## src/rtl/data_pipe_interconnect_s2m_prio.sv

```systemverilog
// Single-slave to multi-master dispatcher: one upstream stream is steered to m00[curr_path]
// through a two-entry skid (connector + overflow buffer) so the upstream ready is a flop.
module data_pipe_interconnect_s2m_prio #(
    parameter int DSIZE = 8,
    parameter int NUM   = 8,
    parameter int NSIZE = (NUM <= 2) ? 1 : (NUM <= 4) ? 2 : (NUM <= 8) ? 3 : (NUM <= 16) ? 4 : 5
) (
    input  logic                       clock,
    input  logic                       rst_n,
    input  logic                       clk_en,
    input  logic                       vld_sw,
    input  logic [NSIZE-1:0]           sw,
    output logic [NSIZE-1:0]           curr_path,
    input  logic [NUM-1:0]             prio,
    output logic                       over_flow,
    input  logic                       s00_valid,
    output logic                       s00_ready,
    input  logic [DSIZE-1:0]           s00_data,
    output logic [NUM-1:0]             m00_valid,
    input  logic [NUM-1:0]             m00_ready,
    output logic [NUM-1:0][DSIZE-1:0]  m00_data
);

    typedef enum logic [2:0] {
        IDLE,
        EMPTY,
        ONE,
        TWO,
        OVER_FLOW
    } state_t;

    state_t             state_q, state_d;
    logic [DSIZE-1:0]   conn_q, conn_d;
    logic [DSIZE-1:0]   buf_q, buf_d;
    logic [NSIZE-1:0]   path_q, path_d;
    logic               s00_ready_q, s00_ready_d;

    logic               conn_vld;
    logic               xfer_in;
    logic               xfer_out;

    assign conn_vld  = (state_q == ONE) || (state_q == TWO);
    assign xfer_in   = s00_valid & s00_ready_q & clk_en;
    assign xfer_out  = clk_en & (|(m00_valid & m00_ready));

    assign s00_ready = s00_ready_q;
    assign curr_path = path_q;
    assign over_flow = (state_q == OVER_FLOW);

    // Only valid is steered; data is broadcast to every master.
    genvar gi;
    generate
        for (gi = 0; gi < NUM; gi++) begin : g_out
            assign m00_valid[gi] = conn_vld & (path_q == NSIZE'(gi));
            assign m00_data[gi]  = conn_q;
        end
    endgenerate

    always_comb begin
        state_d     = state_q;
        conn_d      = conn_q;
        buf_d       = buf_q;
        path_d      = path_q;
        s00_ready_d = s00_ready_q;
        if (clk_en) begin
            case (state_q)
                IDLE: state_d = EMPTY;
                EMPTY: begin
                    if (xfer_in) begin
                        state_d = ONE;
                        conn_d  = s00_data;
                    end
                end
                ONE: begin
                    if (xfer_in && !xfer_out) begin
                        state_d = TWO;
                        buf_d   = s00_data;
                    end else if (!xfer_in && xfer_out) begin
                        state_d = EMPTY;
                    end else if (xfer_in && xfer_out) begin
                        conn_d  = s00_data;
                    end
                end
                TWO: begin
                    if (xfer_out) begin
                        state_d = ONE;
                        conn_d  = buf_q;
                        buf_d   = '0;
                    end else if (xfer_in) begin
                        state_d = OVER_FLOW;
                    end
                end
                OVER_FLOW: state_d = OVER_FLOW;
                default:   state_d = IDLE;
            endcase
            // Destination may only move while nothing is held, so a beat never changes port.
            if ((state_d == IDLE) || (state_d == EMPTY)) begin
                path_d = sw;
            end
            s00_ready_d = ((state_d == EMPTY) || (state_d == ONE)) & vld_sw & prio[path_d];
        end
    end

    always_ff @(posedge clock or negedge rst_n) begin
        if (!rst_n) begin
            state_q     <= IDLE;
            conn_q      <= '0;
            buf_q       <= '0;
            path_q      <= '0;
            s00_ready_q <= 1'b0;
        end else begin
            state_q     <= state_d;
            conn_q      <= conn_d;
            buf_q       <= buf_d;
            path_q      <= path_d;
            s00_ready_q <= s00_ready_d;
        end
    end

endmodule

```

## config.mk

```make
export PLATFORM = sky130hd
export DESIGN_NAME = data_pipe_interconnect_s2m_prio
export DESIGN_NICKNAME = d
export VERILOG_FILES = /design/src/rtl/data_pipe_interconnect_s2m_prio.sv
export SDC_FILE = /design/constraint.sdc
export NUM_CORES = 1
export LEC_CHECK = 0
export CELL_PAD_IN_SITES_DETAIL_PLACEMENT = 2
export CELL_PAD_IN_SITES_GLOBAL_PLACEMENT = 2
export CORE_MARGIN = 10
export CORE_UTILIZATION = 19
export CTS_CLUSTER_SIZE = 40
export DETAILED_ROUTE_END_ITERATION = 16
export PLACE_DENSITY_LB_ADDON = 0.25
export SLEW_MARGIN = 10
export SYNTH_ARGS = -nofsm -noshare
export SYNTH_HDL_FRONTEND = slang
export SYNTH_SLANG_ARGS = --single-unit
export TNS_END_PERCENT = 100
```

## constraint.sdc

```tcl
create_clock -name clock -period 2.7 [get_ports clock]
set_clock_uncertainty 0.1 [all_clocks]
set_input_delay 0.405 -clock clock [delete_from_list [all_inputs] [get_ports clock]]
set_output_delay 0.405 -clock clock [all_outputs]
set_load 0.005 [all_outputs]
```

==> Word-level counts from Yosys, hierarchy flattened <==
Cells that the tools add are included.
{ "classes": {"magnitude_cmp": 1, "n_eq_ne": 19, "muxes": 20, "n_bitwise": 14, "reduce_logical": 16} }
{ "ops": {"columns": ["cell", "n"], "rows": [
  ["two-way mux 8 bit", 7],
  ["two-way mux 3 bit", 8],
  ["one-hot mux 8 bit (3 select lines)", 1],
  ["one-hot mux 8 bit (2 select lines)", 1],
  ["equality test 3 x 2 -> 1 bit (second input constant)", 5],
  ["equality test 3 bit (second input constant)", 5],
  ["one-hot mux 3 bit (5 select lines)", 1],
  ["bitwise AND 1 bit", 13],
  ["equality test 3 x 1 -> 1 bit (second input constant)", 3],
  ["logical NOT 3 bit", 3],
  ["bitwise AND 8 bit", 1],
  ["!= test 2 bit (second input constant)", 4],
  ["OR reduction 8 bit", 1],
  ["AND reduction 7 bit", 1],
  ["less-than comparator 3 x 4 -> 1 bit (second input constant)", 1],
  ["!= test 2 x 1 -> 1 bit (second input constant)", 2],
  ["AND reduction 4 bit", 1],
  ["binary-select mux 1 bit (select 3 bit)", 1],
  ["logical AND 1 bit", 3],
  ["logical OR 1 bit", 3],
  ["nonzero test 3 bit", 1],
  ["logical NOT 1 bit", 2],
  ["nonzero test 2 bit", 1],
  ["two-way mux 1 bit", 1]
]} }
{ "totals": {"regBits": 23, "output_inout_bits": 77} }

==> Longest topological paths before layout <==
Gate-level depths: netlist of run 1.
{ "logic_depth": {"word_depth": 18, "mapped_depth": 10, "depth_no_buf": 7} }

==> Worst setup path before layout of run 1 <==
Ideal clock, no wire load.
{ "synth_path": {"path_kind": "flip-flop to flip-flop", "startpoint": "register path_q[0] (netlist: curr_path[0])", "endpoint": "register s00_ready_q (netlist: s00_ready)", "setup_ns": 0.080, "arrival_ns": 2.652, "required_ns": 2.520, "slack_ns": -0.132, "path_stages_with_launch": 10, "synth_period_minus_slack_ns": 2.832, "path_cell_list": "dfrtp_1 -> buf_6 -> mux2_4 -> a222oi_1 -> and2_1 -> buf_4 -> o21a_2 -> mux2_2 -> a221o_1 -> o22ai_2"} }
{ "synth_between": {"elab_chain_len": 17} }
{ "synth_rtl": {"columns": ["element", "line", "rtl"], "rows": [
  ["start: declaration", "35", "logic [NSIZE-1:0] path_q, path_d;"],
  ["start signal: assignment", "115", "path_q <= path_d;"],
  ["equality test 3 x 1 -> 1 bit (tied with other cells)", "54", "assign m00_valid[gi] = conn_vld & (path_q == NSIZE'(gi));"],
  ["bitwise AND 1 bit", "54", null],
  ["bitwise AND 8 bit", "44", "assign xfer_out = clk_en & (|(m00_valid & m00_ready));"],
  ["OR reduction 8 bit", "44", null],
  ["bitwise AND 1 bit", "44", null],
  ["logical AND 1 bit / logical NOT 1 bit (equally long branches)", "78, 75", null],
  ["two-way mux 3 bit / logical AND 1 bit (equally long branches)", "78, 75", null],
  ["two-way mux 3 bit", "75", "if (xfer_in && !xfer_out) begin"],
  ["one-hot mux 3 bit (5 select lines)", "66", "case (state_q)"],
  ["two-way mux 3 bit", "65", "if (clk_en) begin"],
  ["equality test 3 x 1 -> 1 bit / logical NOT 3 bit (equally long branches)", "97, 100", null],
  ["logical OR 1 bit", "97", "if ((state_d == IDLE) || (state_d == EMPTY)) begin"],
  ["two-way mux 3 bit", "97", null],
  ["two-way mux 3 bit", "65", null],
  ["binary-select mux 1 bit (select 3 bit)", "100", "s00_ready_d = ((state_d == EMPTY) || (state_d == ONE)) & vld_sw & prio[path_d];"],
  ["two-way mux 1 bit (not written as such)", "100", null],
  ["bitwise AND 1 bit *", "100", null],
  ["end signal: assignment", "116", "s00_ready_q <= s00_ready_d;"],
  ["end: declaration", "36", "logic s00_ready_q, s00_ready_d;"]
]} }
Every way passes the cells marked *; elsewhere a longest branch is shown, timed or not. The select of a mux whose other input is x is not followed.
A chain may end at the register's enable or synchronous reset.

==> Final worst setup path of run 1 <==
{ "layout_path": {"startpoint": "input port m00_ready[0]", "endpoint": "register s00_ready_q (netlist: s00_ready)"} }
{ "layout_between": {"elab_chain_len": 15} }
{ "layout_rtl": {"columns": ["element", "line", "rtl"], "rows": [
  ["start: declaration", "20", "input logic [NUM-1:0] m00_ready,"],
  ["bitwise AND 8 bit *", "44", null],
  ["OR reduction 8 bit *", "44", null],
  ["bitwise AND 1 bit *", "44", null],
  ["logical AND 1 bit / logical NOT 1 bit (equally long branches)", "78, 75", null],
  ["two-way mux 3 bit / logical AND 1 bit (equally long branches)", "78, 75", null],
  ["two-way mux 3 bit", "75", null],
  ["one-hot mux 3 bit (5 select lines) *", "66", null],
  ["two-way mux 3 bit *", "65", null],
  ["equality test 3 x 1 -> 1 bit / logical NOT 3 bit (equally long branches)", "97, 100", null],
  ["logical OR 1 bit", "97", null],
  ["two-way mux 3 bit", "97", null],
  ["two-way mux 3 bit", "65", null],
  ["binary-select mux 1 bit (select 3 bit)", "100", null],
  ["two-way mux 1 bit (not written as such)", "100", null],
  ["bitwise AND 1 bit *", "100", null]
]} }
Marked as above.

==> summary.md, run 1 <==
| Metric | Value |
|---|---|
| Core Rows | 37 |
| Placed Area | between 2000 and 3000 um^2 |
| Placed cell count | around 430 |
| Register area | just under 600 um^2 |
| Netlist cell types | 41 |
| Most numerous cell in the Yosys netlist | buf_4 |
| Syn Area/Cell | about 8.6 um^2 |
| Startpoint class of the critical path | primary input |
| Vias in the first global route | around 2000 |
| DRC | 0 |
| GRT overflow | 0 |
| Synthesized net count | between 200 and 300 |
| Antenna viol nets, final | 0 |
| Origin of the worst setup path | m00_ready[0] |
| Hold crit path type | in -> async |
| CP Class | in -> reg |
| Ant. Diodes | 0 |
| Die area | between 15000 and 20000 um^2 |
| CP required | ~2.8 ns |
| Die H | around 120 um |
| Post-Route WL | between 6 and 7 mm |
| Pre-CTS setup slack | -0.1301 ns |
| Vias after detailed routing | 1865 |
| Cts bufs inserted | 3 |
| Synth area leaders | dfrtp_1 (29%), buf_4 (21%), mux2_4 (6.7%) |
| Area grow syn2layout | 50.96% |
| Final Max Tran Viols | 0 |
| CP endpoint kind | flop |
| Initial Util | 0.1950 |
| Core Area | 10320 um^2 |
| Number of flops mapped to enable cells by yosys | 0 |
| Hold_ws | between 0.3 and 0.4 ns |
| Max Clock Freq | 388.9 MHz |
| Mapped cell area | approximately 2000 um^2 |
| Post-synth top flop | dfrtp_1 |
| First-pass GRT wire length | ~11 mm |
| PortBufs | around 110 |
| Unrepaired setup endpoints after global routing | false |
| Worst-skew pair later-pin latency | between 0.2 and 0.3 ns |
| Final Net Count | between 300 and 400 |
| Post-synth top cells | buf_4 (57), dfrtp_1 (23), nand2_1 (18), a21oi_1 (17), nor2_1 (15) |
| Hold-fix buffers, CTS | 0 |
| Area leader, netlist | dfrtp_1 |
| GPL Wtd Cong | 0.7460 |
| Worst-path clk slew | ~0.090 ns |
| Max Cap Viol | 0 |
| Slew @ Worst Pin | 0.4371 ns |
| Reg2Reg Setup Slack | approximately 0.17 ns |
| H-tree depth | 1 |
| Via-to-Cell Ratio | about 4.3 |
| Synthesized flop and latch total | 23 |
| Cell count after synthesis | 233 |
| Layout cells sized above 1 | 0.1755 |
| CTS tree | built |
| Initial antenna violation count | 0 |
| Setup bufs post-CTS | 0 |
| Finish-stage setup viols | 0 |
| FF-to-FF End | s00_ready |
| PostCTS Resize Cnt | 0 |
| CP max FO | 4 |
| Data arrival, critical path | between 2 and 3 ns |
| Detailed Place HPWL | 5.756 mm |
| Global-route usage over all layers | 0.08694 |
| Status | complete, no violations |
| Synth async-reset ratio | 1.000 |
| VDD IR max | 0.3021 mV |
| Multi-input logic area | 969.7 um^2 |
| Crit share post-route | 0.9524 |
| Max_slew headroom | 0.7086 |
| WL/cell | between 15 and 20 um |
| Detailed Routing Iterations Pass 1 | 4 |
| Sequential area share after synthesis | 0.2859 |
| Non-filler cells, final | 438 |
| Synth warn | 0 |
| Tmin final | around 2.6 ns |
| Fin worst setup slack | approximately 0.13 ns |
| Post-route cell area | 3039 um^2 |
| Largest net degree at the start of global routing | 24 |
| Static Leak | 1.215 nW |
| Clock sink count | 23 |
| Total negative slack | 0 ns |
| Hold Violations, Final | 0 |
| Max Buffers Root-to-Sink | 2 |
| Initial drt markers | 81 |
| CTS root buf | clkbuf_8 |
| DIE WIDTH | 122.9 um |
| Critical R2R Launch | curr_path[0] |
| Fill count | 1183 |
| Reg2Reg Depth | 8 |
| Boundary Pins | around 110 |
| Share of the synthesized area in the top cell type | 0.2859 |
| Pwr/cell area | 1010 nW/um^2 |
-- worst max-delay path by stage --
stage / endpoint / slack, ns / depth (start not counted)
finish: s00_ready / 0.13 / 9
global route: s00_ready / 0.01 / 10
CTS: s00_ready / 0.13 / 9
detailed placement: s00_ready / -0.13 / 9
global placement: s00_ready / -0.09 / 9
floorplan: s00_ready / -0.07 / 9
-- logic make-up after synthesis --
group,Yosys count,share of synthesized area
buffers and inverters,69,0.2393
AND/OR/NAND/NOR,71,0.1865
multiplexers,23,0.1429
flip-flops,23,0.2859
AO/OA/AOI/OAI,47,0.1454
-- report_power, final --
group / internal (W) / switching, W / leakage, nW / total, W
clock: 0.000105 / 0.000120 / 0.0228 / 0.000225
sequential: 0.000489 / 0.000227 / 0.287 / 0.000716
combinational: 0.00132 / 0.000805 / 0.905 / 0.00213
total: 0.00192 / 0.00115 / 1.21 / 0.00307
-- cells in the final DEF, fill, tap and decap left out, types with 2 or more instances in the layout --
cell type / netlist / final
nor3_1: 2 / 2
o21a_1: 2 / 2
mux2_2: 9 / 8
mux2i_1: 4 / 4
buf_4: 57 / 22
nand4_1: 3 / 3
inv_1: 3 / 3
nand2b_1: 3 / 3
nor2b_1: 11 / 11
a21oi_1: 17 / 17
clkdlybuf4s50_1: 0 / 108
dfrtp_1: 23 / 22
nand3_1: 6 / 6
clkbuf_8: 0 / 3
mux2_4: 9 / 11
a211oi_1: 3 / 3
a31oi_1: 2 / 2
nand2_1: 18 / 18
o21ai_0: 14 / 14
nor2_1: 15 / 15
and2_1: 2 / 2
nor4_1: 2 / 2
and3_1: 2 / 2
-- per-layer routing --
layer,vias to the layer above,GRT usage,share of wire
li1,888,-,-
met1,899,0.1015,0.43
met2,73,0.1456,0.45
met3,5,0.03236,0.12
met4,0,0.02577,0.012
met5,-,0,0
-- registers in the layout, summed over array words and instances (netlist names) --
name       flops
curr_path      3
s00_ready      1
state_q        3
buf_q          8
conn_q         8
-- critical path, cell delays in order --
cell and delay [ns]:
clkdlybuf4s50_1 0.40, mux2_4 0.26, a222oi_1 0.32, buf_4 0.19, and2_1 0.19, o21a_4 0.16, mux2_4 0.30, a221o_1 0.36
o22ai_2 0.09
-- metrics by stage --
step	utilization	power (W)
final	0.2944	0.003071
after floorplan	-	0.001969
after global routing	0.2944	0.003339
after detailed placement	0.2899	0.002899
after global placement	0.2899	0.002863
after CTS	0.2943	0.003141
-- final cells by class --
type                            instances  area share
Clock buffer                            4     0.01482
Inverter                                3    0.003705
Multi-Input combinational cell        141      0.3191
Sequential cell                        23      0.1898
Tap cell                              136     0.05599
Timing Repair Buffer                  131      0.4166
Note: power is estimated with default switching activity, not from simulation.
==> run 2: changes to the inputs <==
CORE_ASPECT_RATIO = 0.8   (was unset)
==> run 2 against run 1 <==
  * Sequential share of layout area barely moved
  * Register-to-register slack improved by 0.02 ns
  * Critical path depth grew 1
  * Sequential power down 3%
  * Clock power is 45% higher
  * Setup slack better by 0.0076 ns
  * Hold slack improved by 0.015 ns
  * Critical path type unchanged
  * Largest power group unchanged
  * Via count decreased by 0.97%
==> summary.md, run 2 (same netlist as run 1, synthesis figures left out) <==
| Metric | Value |
|---|---|
| Boundary Pins | 109 (unchanged) |
| Non-filler cells, final | 436 (-0.46%) |
| Reg power frac | 0.221 (-0.012) |
| Post-Route WL | 7.337 mm (+4.9%) |
| Max Buffers Root-to-Sink | 2 (unchanged) |
| Reg2Reg Setup Slack | 0.19 ns (+0.02 ns) |
| Most used cell, CP | buf_4 |
| Worst-path clk slew | 0.06 ns (-0.03 ns) |
| Vias in the first global route | 1981 (-1.4%) |
| GPL Wtd Cong | 0.8080 (+8.3%) |
| Core Rows | 33 (-11%) |
| Unrepaired setup endpoints after global routing | false |
| Core Area | 10280 um^2 (-0.41%) |
| Net Sw Frac | 0.3756 (+0.0006278) |
| Status | complete, no violations |
| Total power draw | 0.003154 W (+2.7%) |
| Worst-skew pair later-pin latency | 0.25 ns (-0.02 ns) |
| H-tree depth | 1 (unchanged) |
| Max Cap Viol | 0 (unchanged) |
| Logic pwr share | 0.676 (-0.017) |
| PortBufs | 108 (unchanged) |
| Worst Hold End | buf_q[1] |
| Hold crit path type | reg -> reg |
| Initial Util | 0.1958 (+0.0008069) |
| NetSw | 0.001185 W (+2.9%) |
| CP Class | in -> reg |
| Total negative slack | 0 ns (unchanged) |
| Via-to-Cell Ratio | 4.236 (-0.51%) |
| Pwr/cell area | 1040 nW/um^2 (+2.9%) |
| Hold Crit Depth | 1 |
| CP required | 2.78 ns (-0.02 ns) |
| Initial drt markers | 37 (-54%) |
| CP max FO | 4 (unchanged) |
| Cts bufs inserted | 3 (unchanged) |
| Worst path cell trace | clkdlybuf4s50_1 -> mux2_4 -> a222oi_1 -> buf_4 -> buf_4 -> a21oi_1 -> nand4b_2 -> mux2i_1 -> a221o_1 -> o22ai_2 |
| Area grow syn2layout | 50.65% |
| DIE WIDTH | 135.1 um (+9.9%) |
| Origin of the worst setup path | m00_ready[0] |
| Clock power frac | 0.104 (+0.031) |
| Placed cell count | 431 (-0.69%) |
| Ant. Diodes | 0 (unchanged) |
| First-pass GRT wire length | 11.54 mm (+7.2%) |
| Crit path max-delay cell type | clkdlybuf4s50_1 |
| WL/cell | 16.83 um (+5.4%) |
| Largest net degree at the start of global routing | 24 (unchanged) |
| Hold_sp | buf_q[1] |
| Post-route cell area | 3033 um^2 (-0.21%) |
| Data arrival, critical path | 2.64 ns (-0.03 ns) |
| Tmin final | 2.564 ns (-0.007643 ns) |
| Finish-stage setup viols | 0 (unchanged) |
| CTS root buf | clkbuf_16 |
| Max_slew headroom | 0.7000 (-0.008616) |
| FF-to-FF End | s00_ready |
| Critical R2R Launch | curr_path[0] |
| Final Net Count | 329 (-1.8%) |
| Crit share post-route | 0.9495 (-0.002831) |
| Antenna viol nets, final | 0 (unchanged) |
| CP peak stage delay | 0.40 ns (about the same) |
| Commonest non-fill, non-tap cells in the layout | clkdlybuf4s50_1 (108), dfrtp_1 (23), nand2_1 (18) |
| Top flop regs | buf_q (8), conn_q (8) |
| Internal Power | 0.001969 W (+2.6%) |
| Static Leak | 1.206 nW (-0.74%) |
| Most common cell after layout, fill and taps aside | clkdlybuf4s50_1 |
| Startpoint class of the critical path | primary input |
| Detailed Place HPWL | 6.075 mm (+5.5%) |
| Placed Area | 2945 um^2 (-1.6%) |
| Vias after detailed routing | 1847 (-0.97%) |
| VDD IR max | 0.2896 mV (-4.1%) |
| Die area | 15140 um^2 (+0.17%) |
| Max Clock Freq | 390.1 MHz (+0.30%) |
| Hold-fix buffers, CTS | 0 (unchanged) |
| Initial antenna violation count | 0 (unchanged) |
| GRT overflow | 0 (unchanged) |
| CP endpoint kind | flop |
| Detailed Routing Iterations Pass 1 | 4 (unchanged) |
| Reg2Reg Depth | 9 (+1) |
| Global-route usage over all layers | 0.09269 (+0.005751) |
| Die H | 112.1 um (-8.8%) |
| Hold_ws | 0.4121 ns (+0.01532 ns) |
| DRC | 0 (unchanged) |
| CTS tree | built |
| Hold Violations, Final | 0 (unchanged) |
| Layout cells sized above 1 | 0.1588 (-0.01671) |
| Slew @ Worst Pin | 0.4500 ns (+0.01293 ns) |
| Final Max Tran Viols | 0 (unchanged) |
| Clock sink count | 23 (unchanged) |
==> run 2: changes by cell type in the layout (fill, tap and decap cells not counted) <==
cell,delta
buf_4,-6
clkbuf_1,-1
clkbuf_16,+3
clkbuf_8,-3
clkinv_2,+1
dfrtp_1,+1
dfrtp_2,-1
==> run 2: cell type report <==
class | instances | area, um^2
Fill cell | 1141 | 7248
Inverter | 3 | 11.26
Clock buffer | 3 | 75.07
Multi-Input combinational cell | 141 | 969.7
Tap cell | 140 | 175.2
Sequential cell | 23 | 575.6
Clock inverter | 1 | 5.005
Timing Repair Buffer | 125 | 1221
==> run 2: worst max path at each step <==
| stage | to | cells after the start |
|---|---|---|
| after floorplan | s00_ready | 9 |
| final | s00_ready | 10 |
| after detailed placement | s00_ready | 9 |
| after CTS | s00_ready | 9 |
| after global routing | s00_ready | 10 |
| after global placement | s00_ready | 9 |
==> run 2: worst max-delay path, delay by kind of cell <==
| family | cells | cell delay, ns |
|---|---|---|
| AO/OA/AOI/OAI | 4 | 0.79 |
| buffers and inverters | 3 | 0.69 |
| multiplexers | 2 | 0.46 |
| AND/OR/NAND/NOR | 1 | 0.29 |
==> run 2: what timing repair did <==
item,CTS,global route
resized for setup,0,0
setup buffers,0,1
setup endpoints to repair,0,1
==> run 2: routing by layer <==
metal / up-vias / global-route usage / wire (um)
met4: 0 / 0.01934 / 50
met5: - / 0 / 0
met3: 2 / 0.03164 / 635
li1: 876 / - / -
met2: 60 / 0.1472 / 3271
met1: 909 / 0.1187 / 3380
==> run 2: through the flow <==
step           setup WS (ns)    util
5_1_grt              0.03142  0.2950
6_report              0.1363  0.2950
4_1_cts              0.07454  0.2943
3_5_place_dp         -0.1884  0.2865
3_3_place_gp         -0.1677  0.2865
2_1_floorplan       -0.06965       -
==> run 2: power by group through the flow <==
stage	registers, W	clock network, W	logic (W)
floorplan	0.000649	0	0.00132
global placement	0.000699	0	0.00211
detailed placement	0.000709	0	0.00215
CTS	0.000706	0.000343	0.00215
global route	0.000742	0.000357	0.00232
finish	0.000697	0.000327	0.00213
